===== config.mk =====
export PLATFORM = sky130hd
export DESIGN_NAME = ap1000_bp_reset_sequencer
export DESIGN_NICKNAME = d
export VERILOG_FILES = /design/src/rtl/ap1000_bp_reset_sequencer.sv
export SDC_FILE = /design/constraint.sdc
export NUM_CORES = 1
export LEC_CHECK = 0
export BUFFER_PORTS_ARGS = -buffer_cell sky130_fd_sc_hd__buf_2
export CORE_AREA = 5 5 70 72
export DETAILED_ROUTE_END_ITERATION = 8
export DIE_AREA = 0 0 75 77
export PLACE_DENSITY = 0.56
export SLEW_MARGIN = 5
export SYNTH_ARGS = -nofsm -noshare
export SYNTH_HDL_FRONTEND = slang
export SYNTH_SLANG_ARGS = --single-unit

===== constraint.sdc =====
create_clock -name plb_clk -period 2.18 [get_ports plb_clk]
set_input_delay 0.436 -clock plb_clk [delete_from_list [all_inputs] [get_ports plb_clk]]
set_output_delay 0.436 -clock plb_clk [all_outputs]
set_load 0.02 [all_outputs]

===== src/rtl/ap1000_bp_reset_sequencer.sv =====
// Staged reset generator: pulses the DCM reset, qualifies the DCM locks and releases domain resets in order.
// Define AP1000_RST_SEQ_LOCK_TIMEOUT_EN to re-pulse the DCMs when lock acquisition takes too long.
module ap1000_bp_reset_sequencer #(
  parameter int unsigned NUM_DCMS           = 3,
  parameter int unsigned NUM_DOMAINS        = 3,
  parameter int unsigned DCM_RST_CYCLES     = 4,
  parameter int unsigned LOCK_STABLE_CYCLES = 8,
  parameter int unsigned STAGE_GAP          = 16,
  parameter int unsigned LOCK_TIMEOUT       = 1024
) (
  input  logic                   plb_clk,
  input  logic                   async_fpga_rst,
  input  logic [NUM_DCMS-1:0]    dcm_locked,
  input  logic                   sw_rst_req,
  output logic                   dcm_rst,
  output logic [NUM_DOMAINS-1:0] RST,
  output logic                   seq_done,
  output logic [7:0]             lock_lost_cnt
);

  localparam int unsigned STG_MAX = NUM_DOMAINS * STAGE_GAP;
  localparam int unsigned STG_W   = $clog2(STG_MAX + 1);
  localparam int unsigned CNT_MAX = (DCM_RST_CYCLES > LOCK_STABLE_CYCLES) ?
                                    DCM_RST_CYCLES : LOCK_STABLE_CYCLES;
  localparam int unsigned CNT_W   = $clog2(CNT_MAX + 1);

  typedef enum logic [2:0] {
    S_DCM_RST   = 3'd0,
    S_WAIT_LOCK = 3'd1,
    S_STABLE    = 3'd2,
    S_RELEASE   = 3'd3,
    S_RUN       = 3'd4,
    S_SW_HOLD   = 3'd5
  } state_t;

  state_t               state;
  logic [NUM_DCMS-1:0]  lock_meta;
  logic [NUM_DCMS-1:0]  lock_s;
  logic [CNT_W-1:0]     cnt;
  logic [STG_W-1:0]     stage;
  logic [STG_W-1:0]     stage_inc_c;
  logic                 all_locked_c;
  logic                 lock_loss_c;
  logic                 timeout_c;

  assign all_locked_c = &lock_s;
  assign stage_inc_c  = stage + STG_W'(1);
  assign lock_loss_c  = !all_locked_c &&
                        (state == S_RELEASE || state == S_RUN || state == S_SW_HOLD);

`ifdef AP1000_RST_SEQ_LOCK_TIMEOUT_EN
  localparam int unsigned TMR_W = $clog2(LOCK_TIMEOUT + 1);
  logic [TMR_W-1:0] tmr;

  // Spans STABLE->WAIT_LOCK bounces; cleared only outside lock acquisition
  always_ff @(posedge plb_clk or posedge async_fpga_rst) begin
    if (async_fpga_rst) begin
      tmr <= '0;
    end else if ((state == S_WAIT_LOCK || state == S_STABLE) && !timeout_c) begin
      tmr <= tmr + TMR_W'(1);
    end else begin
      tmr <= '0;
    end
  end

  assign timeout_c = (state == S_WAIT_LOCK || state == S_STABLE) &&
                     (tmr == TMR_W'(LOCK_TIMEOUT - 1));
`else
  logic unused_lock_timeout;
  assign unused_lock_timeout = ^32'(LOCK_TIMEOUT);
  assign timeout_c           = 1'b0;
`endif

  // Lock synchroniser, sequencing FSM and registered outputs
  always_ff @(posedge plb_clk or posedge async_fpga_rst) begin
    if (async_fpga_rst) begin
      lock_meta     <= '0;
      lock_s        <= '0;
      state         <= S_DCM_RST;
      cnt           <= '0;
      stage         <= '0;
      dcm_rst       <= 1'b1;
      RST           <= '1;
      seq_done      <= 1'b0;
      lock_lost_cnt <= 8'd0;
    end else begin
      lock_meta <= dcm_locked;
      lock_s    <= lock_meta;

      if (lock_loss_c) begin
        state    <= S_DCM_RST;
        cnt      <= '0;
        stage    <= '0;
        dcm_rst  <= 1'b1;
        RST      <= '1;
        seq_done <= 1'b0;
        if (lock_lost_cnt != 8'hFF) begin
          lock_lost_cnt <= lock_lost_cnt + 8'd1;
        end
      end else if (timeout_c) begin
        // Lock took too long: re-pulse the DCMs without counting a lock loss
        state   <= S_DCM_RST;
        cnt     <= '0;
        dcm_rst <= 1'b1;
        RST     <= '1;
      end else begin
        case (state)
          S_DCM_RST: begin
            dcm_rst  <= 1'b1;
            RST      <= '1;
            seq_done <= 1'b0;
            if (cnt == CNT_W'(DCM_RST_CYCLES - 1)) begin
              state   <= S_WAIT_LOCK;
              cnt     <= '0;
              dcm_rst <= 1'b0;
            end else begin
              cnt <= cnt + CNT_W'(1);
            end
          end

          S_WAIT_LOCK: begin
            dcm_rst <= 1'b0;
            if (all_locked_c) begin
              state <= S_STABLE;
              cnt   <= '0;
            end
          end

          S_STABLE: begin
            if (!all_locked_c) begin
              state <= S_WAIT_LOCK;
              cnt   <= '0;
            end else if (cnt == CNT_W'(LOCK_STABLE_CYCLES - 1)) begin
              state <= S_RELEASE;
              cnt   <= '0;
              stage <= '0;
            end else begin
              cnt <= cnt + CNT_W'(1);
            end
          end

          S_RELEASE: begin
            if (sw_rst_req) begin
              state    <= S_SW_HOLD;
              RST      <= '1;
              seq_done <= 1'b0;
            end else begin
              stage <= stage_inc_c;
              for (int unsigned i = 0; i < NUM_DOMAINS; i++) begin
                if (stage_inc_c == STG_W'((i + 1) * STAGE_GAP)) begin
                  RST[i] <= 1'b0;
                end
              end
              if (stage_inc_c == STG_W'(STG_MAX)) begin
                state    <= S_RUN;
                seq_done <= 1'b1;
              end
            end
          end

          S_RUN: begin
            if (sw_rst_req) begin
              state    <= S_SW_HOLD;
              RST      <= '1;
              seq_done <= 1'b0;
            end
          end

          S_SW_HOLD: begin
            dcm_rst <= 1'b0;
            RST     <= '1;
            if (!sw_rst_req) begin
              state <= S_RELEASE;
              stage <= '0;
            end
          end

          default: begin
            state    <= S_DCM_RST;
            cnt      <= '0;
            stage    <= '0;
            dcm_rst  <= 1'b1;
            RST      <= '1;
            seq_done <= 1'b0;
          end
        endcase
      end
    end
  end

endmodule


==> results.cfg <==
[power_and_ir_drop]
leakagePower_nw = 0.852
power_density_nw_per_um2 = 1070
irDropWorstVdd_uv = 608

[logic_synthesis]
avgSynthCellArea_um2 = 10.1
ys_warn_count = 0
yosysTopAreaCellShare_pct = 43.0
synth.distinct_cells = 43
synth_fp_nets = 170
ys.flop_type = dfrtp_1
ys_top_cells_by_area = dfrtp_1, dfstp_2, o21ai_0
synth_edf_count = 0
synth_top_area_cell = dfrtp_1
synth.most_common_cell = dfrtp_1
synthTopCellsByCount = dfrtp_1, nand2_1, o21ai_0
synthArstFlopShare_pct = 100
synth.ff_latch_count = 32
ys_seq_area_share_pct = 49.5
synthCells = 161
synth.cell_area_um2 = 1630

[placed_design]
hpwl_um = 2340
port_buffers = 18
globalplace.congestion = 0.854

[final_layout]
num_antenna_cells = 0
final_util_pct = 44.7
nets = 192
drive_gt1_share_pct = 21.2
area_delta_synth_final_pct = 16.3

[grt]
overflow = 0
grt_max_degree = 33
grt_pass1_wl_um = 5610
grt_usage_pct = 12.6
grt_pass1_vias = 1317
antenna_found_initial = 0

[floorplan]
coreArea_um2 = 4230
die-area_um2 = 5780
initial_core_util_pct = 38.4
num_rows = 24
die_w_um = 75
io_pins = 19
fp.dieH_um = 77

[clock_tree]
cts_buffers = 5
cts.sinks = 32
clock_latency_ps = 290
cts.htree.levels = 2
postCtsHoldBufs = 0
cts_buffer_depth = 2
post_cts_buffers = 0
post_cts_resized = 0
clock-root-buffer = clkbuf_8
cts_tree = built
cts.clk_slew.worst_paths_ps = 70

[drt]
via_per_inst = 5.46
route.detailed.drc = 0
wl_per_cell_um = 13.7
drtPass1Iterations = 4
ant_nets = 0
drt-total-wl_um = 3240
num_vias = 1288
drtIter0Drc = 47

[setup_path]
worstPathMaxFanout = 14
r2r_cells = 4
r2r_end = lock_lost_cnt[1]
arrival_ps = 2050
regToRegStartpoint = state[0]
crit_required_ps = 2350
ff2ff_setup_slack_ps = 300
crit_type = flop to flop
cp-end-kind = flop
cp-start-kind = flop

[sta]
worst_pin_slew_ps = 437
hold_viol = 0
fmax_mhz = 532
period_minus_slack_ps = 1880
slew_headroom_pct = 70.9
rsz0062_at_grt = false
setup_viol = 0
period_share_pct = 86.3
clock_skew_ps = 3.33
setup-tns-final_ps = 0
drv_slew = 0

[min_path]
hold_class = input port to async pin

[job]
maxCapViolCount = 0

[run_status]
status = complete, no violations
## how the worst max path moves through the flow
stage / from / to
2_1_floorplan: lock_lost_cnt[0] / lock_lost_cnt[1]
3_3_place_gp: state[0] / lock_lost_cnt[1]
3_5_place_dp: state[0] / lock_lost_cnt[1]
4_1_cts: state[0] / lock_lost_cnt[1]
6_report: state[0] / lock_lost_cnt[1]
5_1_grt: state[0] / lock_lost_cnt[1]
## registers in the layout, summed over array words and instances (netlist names)
register       flops
RST                3
stage              6
cnt                4
seq_done           1
lock_lost_cnt      8
dcm_rst            1
lock_meta          3
lock_s             3
state              3
## power breakdown
| group | internal (W) | switching (W) | leakage [nW] | total [W] |
|---|---|---|---|---|
| Sequential | 0.000704 | 0.000153 | 0.406 | 0.000857 |
| Clock | 0.000339 | 0.000213 | 0.0552 | 0.000551 |
| Combinational | 0.000276 | 0.000348 | 0.391 | 0.000624 |
## cells by family (layout without fill, tap and decap cells)
group,after synthesis,in the layout,share of synthesized area (%)
xor gates and xnor gates,9,9,4.84
AOI/OAI and AO/OA,42,42,18.4
muxes,4,4,2.61
DFF,32,32,49.5
adders and majority gates,3,3,2.31
and+or+nand+nor,60,60,19.4
buffers and inverters,11,34,2.92
## per-layer routing
| metal | up-vias | GRT usage [%] | wire length, um |
|---|---|---|---|
| met1 | 618 | 14.9 | 1470 |
| li1 | 626 | - | - |
| met5 | - | 0 | 0 |
| met4 | 0 | 7.12 | 66 |
| met2 | 37 | 20.1 | 1560 |
| met3 | 7 | 3.40 | 142 |
## worst max-delay path, stage by stage, from the launching register on
cell and delay [ps]:
dfrtp_1 580, nor2b_1 230, mux2i_1 130, a311oi_4 470
mux2_1 360
## cell type report
cell class / count / area (um2)
fillers: 398 / 2340
flip-flops and latches: 32 / 806
multi-input cells: 118 / 774
repair buffers: 20 / 118
clock buffers: 6 / 72.6
well taps: 52 / 65.1
clock inverters: 2 / 35.0
inverters: 6 / 22.5
## stage by stage
| step | worst slack, ps | std cells | total power, W | instance area [um2] | hold WS, ps |
|---|---|---|---|---|---|
| 3_3_place_gp | 370 | 228 | 0.00148 | 1790 | 333 |
| 5_1_grt | 187 | 236 | 0.00218 | 1890 | 211 |
| 2_1_floorplan | 385 | 161 | 0.00134 | 1630 | 331 |
| 4_1_cts | 291 | 236 | 0.00205 | 1890 | 180 |
| 6_report | 299 | 236 | 0.00203 | 1890 | 179 |
| 3_5_place_dp | 306 | 228 | 0.00150 | 1790 | 336 |
## cells in the final DEF (no fill, tap or decap), types with 3 or more instances in the layout
cell      count
dfrtp_1      28
buf_2        18
nand2_1      15
o21ai_0      15
nor2_1       11
xnor2_1       7
inv_1         6
nand3_1       6
nor2b_1       6
nand4_1       5
a21oi_1       5
clkbuf_8      5
dfstp_2       4
nand2b_1      4
and3_1        3
o31ai_1       3
ha_1          3
(Power assumes the default switching activity.)
